==> src/rtl/divide_sequencer.sv <==
// Sequential 16/8 unsigned divider using a reciprocal-multiply with optional exact correction.
// Optional feature macro: DIVIDE_SEQUENCER_CORRECT_EN (adds CORR state and remainder output).
module divide_sequencer #(
    parameter logic [15:0] ERR_QUOT = 16'hFFFF
) (
    input  logic        clk,
    input  logic        reset_n,
    input  logic        in_valid,
    output logic        in_ready,
    input  logic [15:0] dividend,
    input  logic [7:0]  divisor,
    output logic        out_valid,
    input  logic        out_ready,
    output logic [15:0] quotient,
    output logic [7:0]  remainder,
    output logic        div_err
);

    localparam logic [2:0] IDLE  = 3'd0;
    localparam logic [2:0] MUL   = 3'd1;
    localparam logic [2:0] SHIFT = 3'd2;
    localparam logic [2:0] CORR  = 3'd3;
    localparam logic [2:0] DONE  = 3'd4;

    logic [2:0]  state;
    logic [31:0] product;
    logic [31:0] mcand;
    logic [15:0] mul_r;
    logic [4:0]  shift_r;
    logic [3:0]  cnt;
    logic [15:0] q_shift;

    logic        tbl_ok;
    logic [15:0] tbl_mul;
    logic [4:0]  tbl_shift;

    // Reciprocal table: powers of two are a pure shift, others round(65536/d) >> 16
    always_comb begin
        tbl_ok    = 1'b1;
        tbl_mul   = 16'd1;
        tbl_shift = 5'd16;
        case (divisor)
            8'd1:  tbl_shift = 5'd0;
            8'd2:  tbl_shift = 5'd1;
            8'd4:  tbl_shift = 5'd2;
            8'd8:  tbl_shift = 5'd3;
            8'd16: tbl_shift = 5'd4;
            8'd3:  tbl_mul = 16'd21845;
            8'd5:  tbl_mul = 16'd13107;
            8'd6:  tbl_mul = 16'd10923;
            8'd7:  tbl_mul = 16'd9362;
            8'd9:  tbl_mul = 16'd7282;
            8'd10: tbl_mul = 16'd6554;
            8'd11: tbl_mul = 16'd5958;
            8'd12: tbl_mul = 16'd5461;
            8'd13: tbl_mul = 16'd5041;
            8'd14: tbl_mul = 16'd4681;
            8'd15: tbl_mul = 16'd4369;
            8'd17: tbl_mul = 16'd3855;
            8'd18: tbl_mul = 16'd3641;
            8'd19: tbl_mul = 16'd3449;
            8'd20: tbl_mul = 16'd3277;
            8'd21: tbl_mul = 16'd3121;
            8'd22: tbl_mul = 16'd2979;
            8'd23: tbl_mul = 16'd2849;
            8'd24: tbl_mul = 16'd2731;
            8'd25: tbl_mul = 16'd2621;
            8'd26: tbl_mul = 16'd2521;
            8'd27: tbl_mul = 16'd2427;
            8'd28: tbl_mul = 16'd2341;
            8'd29: tbl_mul = 16'd2260;
            8'd30: tbl_mul = 16'd2185;
            default: begin
                tbl_ok    = 1'b0;
                tbl_mul   = 16'd0;
                tbl_shift = 5'd0;
            end
        endcase
    end

    assign q_shift  = 16'(product >> shift_r);
    assign in_ready = (state == IDLE);

`ifdef DIVIDE_SEQUENCER_CORRECT_EN
    logic [15:0] dvd;
    logic [7:0]  dvs;
    logic [15:0] q_raw;
    logic [23:0] qd;
    logic [25:0] r_s;
    logic        r_neg;
    logic        r_big;

    // Raw estimate is within one of exact, so r lands in [-d, 2d)
    assign qd    = {8'd0, q_raw} * {16'd0, dvs};
    assign r_s   = {10'd0, dvd} - {2'd0, qd};
    assign r_neg = r_s[25];
    assign r_big = !r_neg && (r_s >= {18'd0, dvs});
`endif

    always_ff @(posedge clk or negedge reset_n) begin
        if (!reset_n) begin
            state     <= IDLE;
            out_valid <= 1'b0;
            quotient  <= 16'd0;
            remainder <= 8'd0;
            div_err   <= 1'b0;
            product   <= 32'd0;
            mcand     <= 32'd0;
            mul_r     <= 16'd0;
            shift_r   <= 5'd0;
            cnt       <= 4'd0;
`ifdef DIVIDE_SEQUENCER_CORRECT_EN
            dvd       <= 16'd0;
            dvs       <= 8'd0;
            q_raw     <= 16'd0;
`endif
        end else begin
            case (state)
                IDLE: if (in_valid) begin
                    if (tbl_ok) begin
                        mcand   <= {16'd0, dividend};
                        mul_r   <= tbl_mul;
                        shift_r <= tbl_shift;
                        product <= 32'd0;
                        cnt     <= 4'd0;
`ifdef DIVIDE_SEQUENCER_CORRECT_EN
                        dvd     <= dividend;
                        dvs     <= divisor;
`endif
                        state   <= MUL;
                    end else begin
                        quotient  <= ERR_QUOT;
                        remainder <= 8'd0;
                        div_err   <= 1'b1;
                        state     <= DONE;
                    end
                end
                MUL: begin
                    if (mul_r[0]) product <= product + mcand;
                    mcand <= mcand << 1;
                    mul_r <= mul_r >> 1;
                    cnt   <= cnt + 4'd1;
                    if (cnt == 4'd15) state <= SHIFT;
                end
                SHIFT: begin
`ifdef DIVIDE_SEQUENCER_CORRECT_EN
                    q_raw <= q_shift;
                    state <= CORR;
`else
                    quotient  <= q_shift;
                    remainder <= 8'd0;
                    div_err   <= 1'b0;
                    state     <= DONE;
`endif
                end
`ifdef DIVIDE_SEQUENCER_CORRECT_EN
                CORR: begin
                    if (r_neg) begin
                        quotient  <= q_raw - 16'd1;
                        remainder <= r_s[7:0] + dvs;
                    end else if (r_big) begin
                        quotient  <= q_raw + 16'd1;
                        remainder <= r_s[7:0] - dvs;
                    end else begin
                        quotient  <= q_raw;
                        remainder <= r_s[7:0];
                    end
                    div_err <= 1'b0;
                    state   <= DONE;
                end
`endif
                // Results are loaded on entry; out_valid rises one edge later
                DONE: begin
                    if (!out_valid) begin
                        out_valid <= 1'b1;
                    end else if (out_ready) begin
                        out_valid <= 1'b0;
                        state     <= IDLE;
                    end
                end
                default: state <= IDLE;
            endcase
        end
    end

endmodule

==> config.mk <==
export PLATFORM = sky130hd
export DESIGN_NAME = divide_sequencer
export DESIGN_NICKNAME = d
export VERILOG_FILES = /design/src/rtl/divide_sequencer.sv
export SDC_FILE = /design/constraint.sdc
export NUM_CORES = 1
export LEC_CHECK = 0
export ABC_CLOCK_PERIOD_IN_PS = 6150
export CORE_UTILIZATION = 60
export CTS_BUF_LIST = sky130_fd_sc_hd__clkbuf_8
export DETAILED_ROUTE_END_ITERATION = 12
export PLACE_DENSITY = 0.87
export SYNTH_ARGS = -nofsm -noshare
export SYNTH_HDL_FRONTEND = slang
export SYNTH_SLANG_ARGS = --single-unit
==> constraint.sdc <==
create_clock -name clk -period 6.15 [get_ports clk]
set_input_delay 1.23 -clock clk [delete_from_list [all_inputs] [get_ports clk]]
set_output_delay 1.23 -clock clk [all_outputs]
set_load 0.05 [all_outputs]
==> reports/results.tsv <==
stage	metric	value	unit
critical_path	reg2reg_depth	9	
synth	synth-seq-cells	108	
timing	tns	0	ns
timing	relSlewSlack	21.88	%
cts	clkTransAtPathRegs	0.09	ns
cts	clock_sinks	108	
detailed_routing	first_iter_violations	663	
critical_path	critPathKind	input port to flip-flop	
min_path	min_from	mul_r[7]	
critical_path	r2r_slack	3.08	ns
synth	synth-edff-count	0	
pwr	power_density	287.2	nW/um^2
cts	cts.path.max_buffers	2	
cts	numCtsBuffers	9	
global_route	grt_pass1_wl	30.98	mm
critical_path	path_max_fanout	28	
run	max_cap_violations	0	
cells_and_area	syn_to_final_growth	9.317	%
min_path	holdPathStages	2	
timing	fmax	0.2517	GHz
cells_and_area	nNetsFinal	963	
critical_path	critPathLaunchType	input port	
synth	synth_flop_cell	dfrtp_1	
critical_path	rr_startpoint	product[6]	
critical_path	cp_slowest_stage_delay	0.87	ns
cts	cts_resized	0	
placed_design	hpwl	13.52	mm
critical_path	cp_common_cell	nand2_1	
cells_and_area	drive_gt1_share	5.843	%
floorplan	rows	40	
cts	clk_latency	0.39	ns
critical_path	arrival	4.26	ns
floorplan	io_pins	55	
placed_design	gp_congestion	0.9190	
critical_path	critPathCaptureType	flip-flop	
pwr	power.leakage	3.529	nW
detailed_routing	firstDrtPassIters	5	
cts	postCtsSetupBuffers	0	
pwr	vdd_ir_drop_max	0.2023	mV
global_route	antenna_found_initial	0	
timing	period_minus_slack	3.972	ns
global_route	grt.overflow.total	0	
critical_path	slowest_stage	clkdlybuf4s50_1	
timing	setup_viol	0	
synth	netlist-cell-type-count	72	
critical_path	crit_family	buffers and inverters	
floorplan	design.core.area	12110	sq um
critical_path	critPathRequiredTime	6.43	ns
pwr	power	2.369	mW
cells_and_area	layout_commonest_cell	nand2_1	
cts	cts_root_buf	clkbuf_8	
cts	cts.htree.levels	3	
cells_and_area	finalNonFillerCells	1075	
status	run_status	complete, no violations	
placed_design	port_buffers	46	
floorplan	dieWidth	114.2	um
detailed_routing	wl_per_cell	17.42	um
detailed_routing	vias	6873	
floorplan	dieArea	13030	sq um
detailed_routing	routed_wl	18.73	mm
cts	ctsHoldBuffers	0	
cells_and_area	diodes	0	
cts	cts_tree	built	
floorplan	start_util	62.31	%
synth	ys_async_sr_fraction	100.0	%
critical_path	crit_buf_inv	2	
synth	syn_area_per_cell	8.442	sq um
global_route	grt_usage	30.21	%
synth	synth_warnings	0	
global_route	grt_max_degree	79	
cells_and_area	final_cell_mix	125 x nand2_1, 108 x dfrtp_1, 82 x nor2_1	
placed_design	post-place-cells	1059	
timing	hold_viol	0	
synth	netlist_area	7547	sq um
timing	period_share	64.59	%
min_path	min_to	mul_r[7]	
detailed_routing	ant_nets	0	
min_path	hp-class	flip-flop to flip-flop	
detailed_routing	drc	0	
detailed_routing	via_per_inst	6.393	
synth	yosysSeqAreaShare	35.81	%
timing	rsz0062_at_grt	false	
timing	drv_slew	0	
global_route	grt_pass1_vias	6296	
critical_path	r2r-end	product[31]	
critical_path	crit_chain	clkdlybuf4s50_1, and3_1, nand3_1, nand2_1, a21o_1, nand2_1, nand2_1, buf_4, o41ai_1	
synth	synth_cells	894	
timing	tightest_slew	1.172	ns
floorplan	fp.dieH	114.2	um
timing	fin_skew	0.01045	ns
per-layer routing:
metal,global-route usage (%),wire (um)
met1,41.48,8236
met2,47.52,8789
met3,6.458,1249
met4,10.48,456
met5,0,0
worst min-delay path, delay by kind of cell (launching register included):
family | cells | cell delay, ns
flops | 1 | 0.35
compound gates | 1 | 0.06
simple gates | 1 | 0.05
power breakdown:
group          switching (mW)  internal, mW  total, mW
clock network           0.244         0.208      0.452
registers               0.158         0.844       1.00
logic                   0.556         0.359      0.915
total                   0.959          1.41       2.37
flip-flops by register name, indices dropped and copies added, names as in the netlist:
| register | flops |
|---|---|
| shift_r | 4 |
| cnt | 4 |
| mul_r | 15 |
| out_valid | 1 |
| product | 32 |
| quotient | 16 |
| div_err | 1 |
| mcand | 32 |
| state | 3 |
cell type report:
type	instances	area [sq um]
Multi-Input combinational cell	712	4538
Clock inverter	5	51.30
Tap cell	168	210.2
Inverter	13	48.80
Sequential cell	108	2703
Timing Repair Buffer	58	548.0
Fill cell	1022	3861
Clock buffer	11	151.4
how the worst max path moves through the flow:
stage                     slack [ns]  cells past startpoint      endpoint        from
after floorplan                 3.23                      7  quotient[12]  divisor[0]
after global placement          1.89                      9    product[2]  divisor[3]
after detailed placement        1.83                      9    product[2]  divisor[3]
after CTS                       2.23                      9    product[2]  divisor[3]
after global routing            1.91                      9    product[2]  divisor[3]
final                           2.18                      9    product[2]  divisor[3]
stage by stage:
step	cell area [sq um]	util, %	worst slack, ns	hold slack, ns
after floorplan	7574	-	3.232	0.4394
final	8250	68.12	2.178	0.4903
after global placement	8048	66.45	1.891	0.4611
after global routing	8250	68.12	1.911	0.5126
after detailed placement	8048	66.45	1.829	0.4715
after CTS	8250	68.12	2.226	0.4931
Yosys cell counts (7+ instances only):
master,number,area [sq um]
xor2_1,15,131.4
o22a_1,12,105.1
ha_1,32,400.4
nand2_1,125,469.2
nand3_1,12,60.06
buf_1,7,26.28
o211ai_1,9,67.56
o31ai_1,8,60.06
nand2b_1,9,56.30
a22o_1,18,157.7
nor2b_1,13,81.33
nor2_1,82,307.8
dfrtp_1,108,2703
xnor2_1,9,78.83
mux2i_1,32,320.3
a31oi_1,25,156.4
nor3_1,11,55.05
inv_1,11,41.29
clkbuf_1,48,180.2
and3_1,8,50.05
a211oi_1,16,120.1
a21oi_1,73,365.4
buf_4,8,60.06
o21ai_0,77,385.4
a21o_1,17,127.6
kinds of logic after synthesis:
kind of cell / Yosys count / synth area share [%]
other cells: 1 / 0.04969
buf+inv: 81 / 4.509
flops: 108 / 35.81
simple gates: 293 / 17.37
fa+ha+maj: 33 / 5.570
mux: 41 / 6.482
xor+xnor: 24 / 2.785
compound gates: 313 / 27.42
Power figures use the tool's default switching activity.
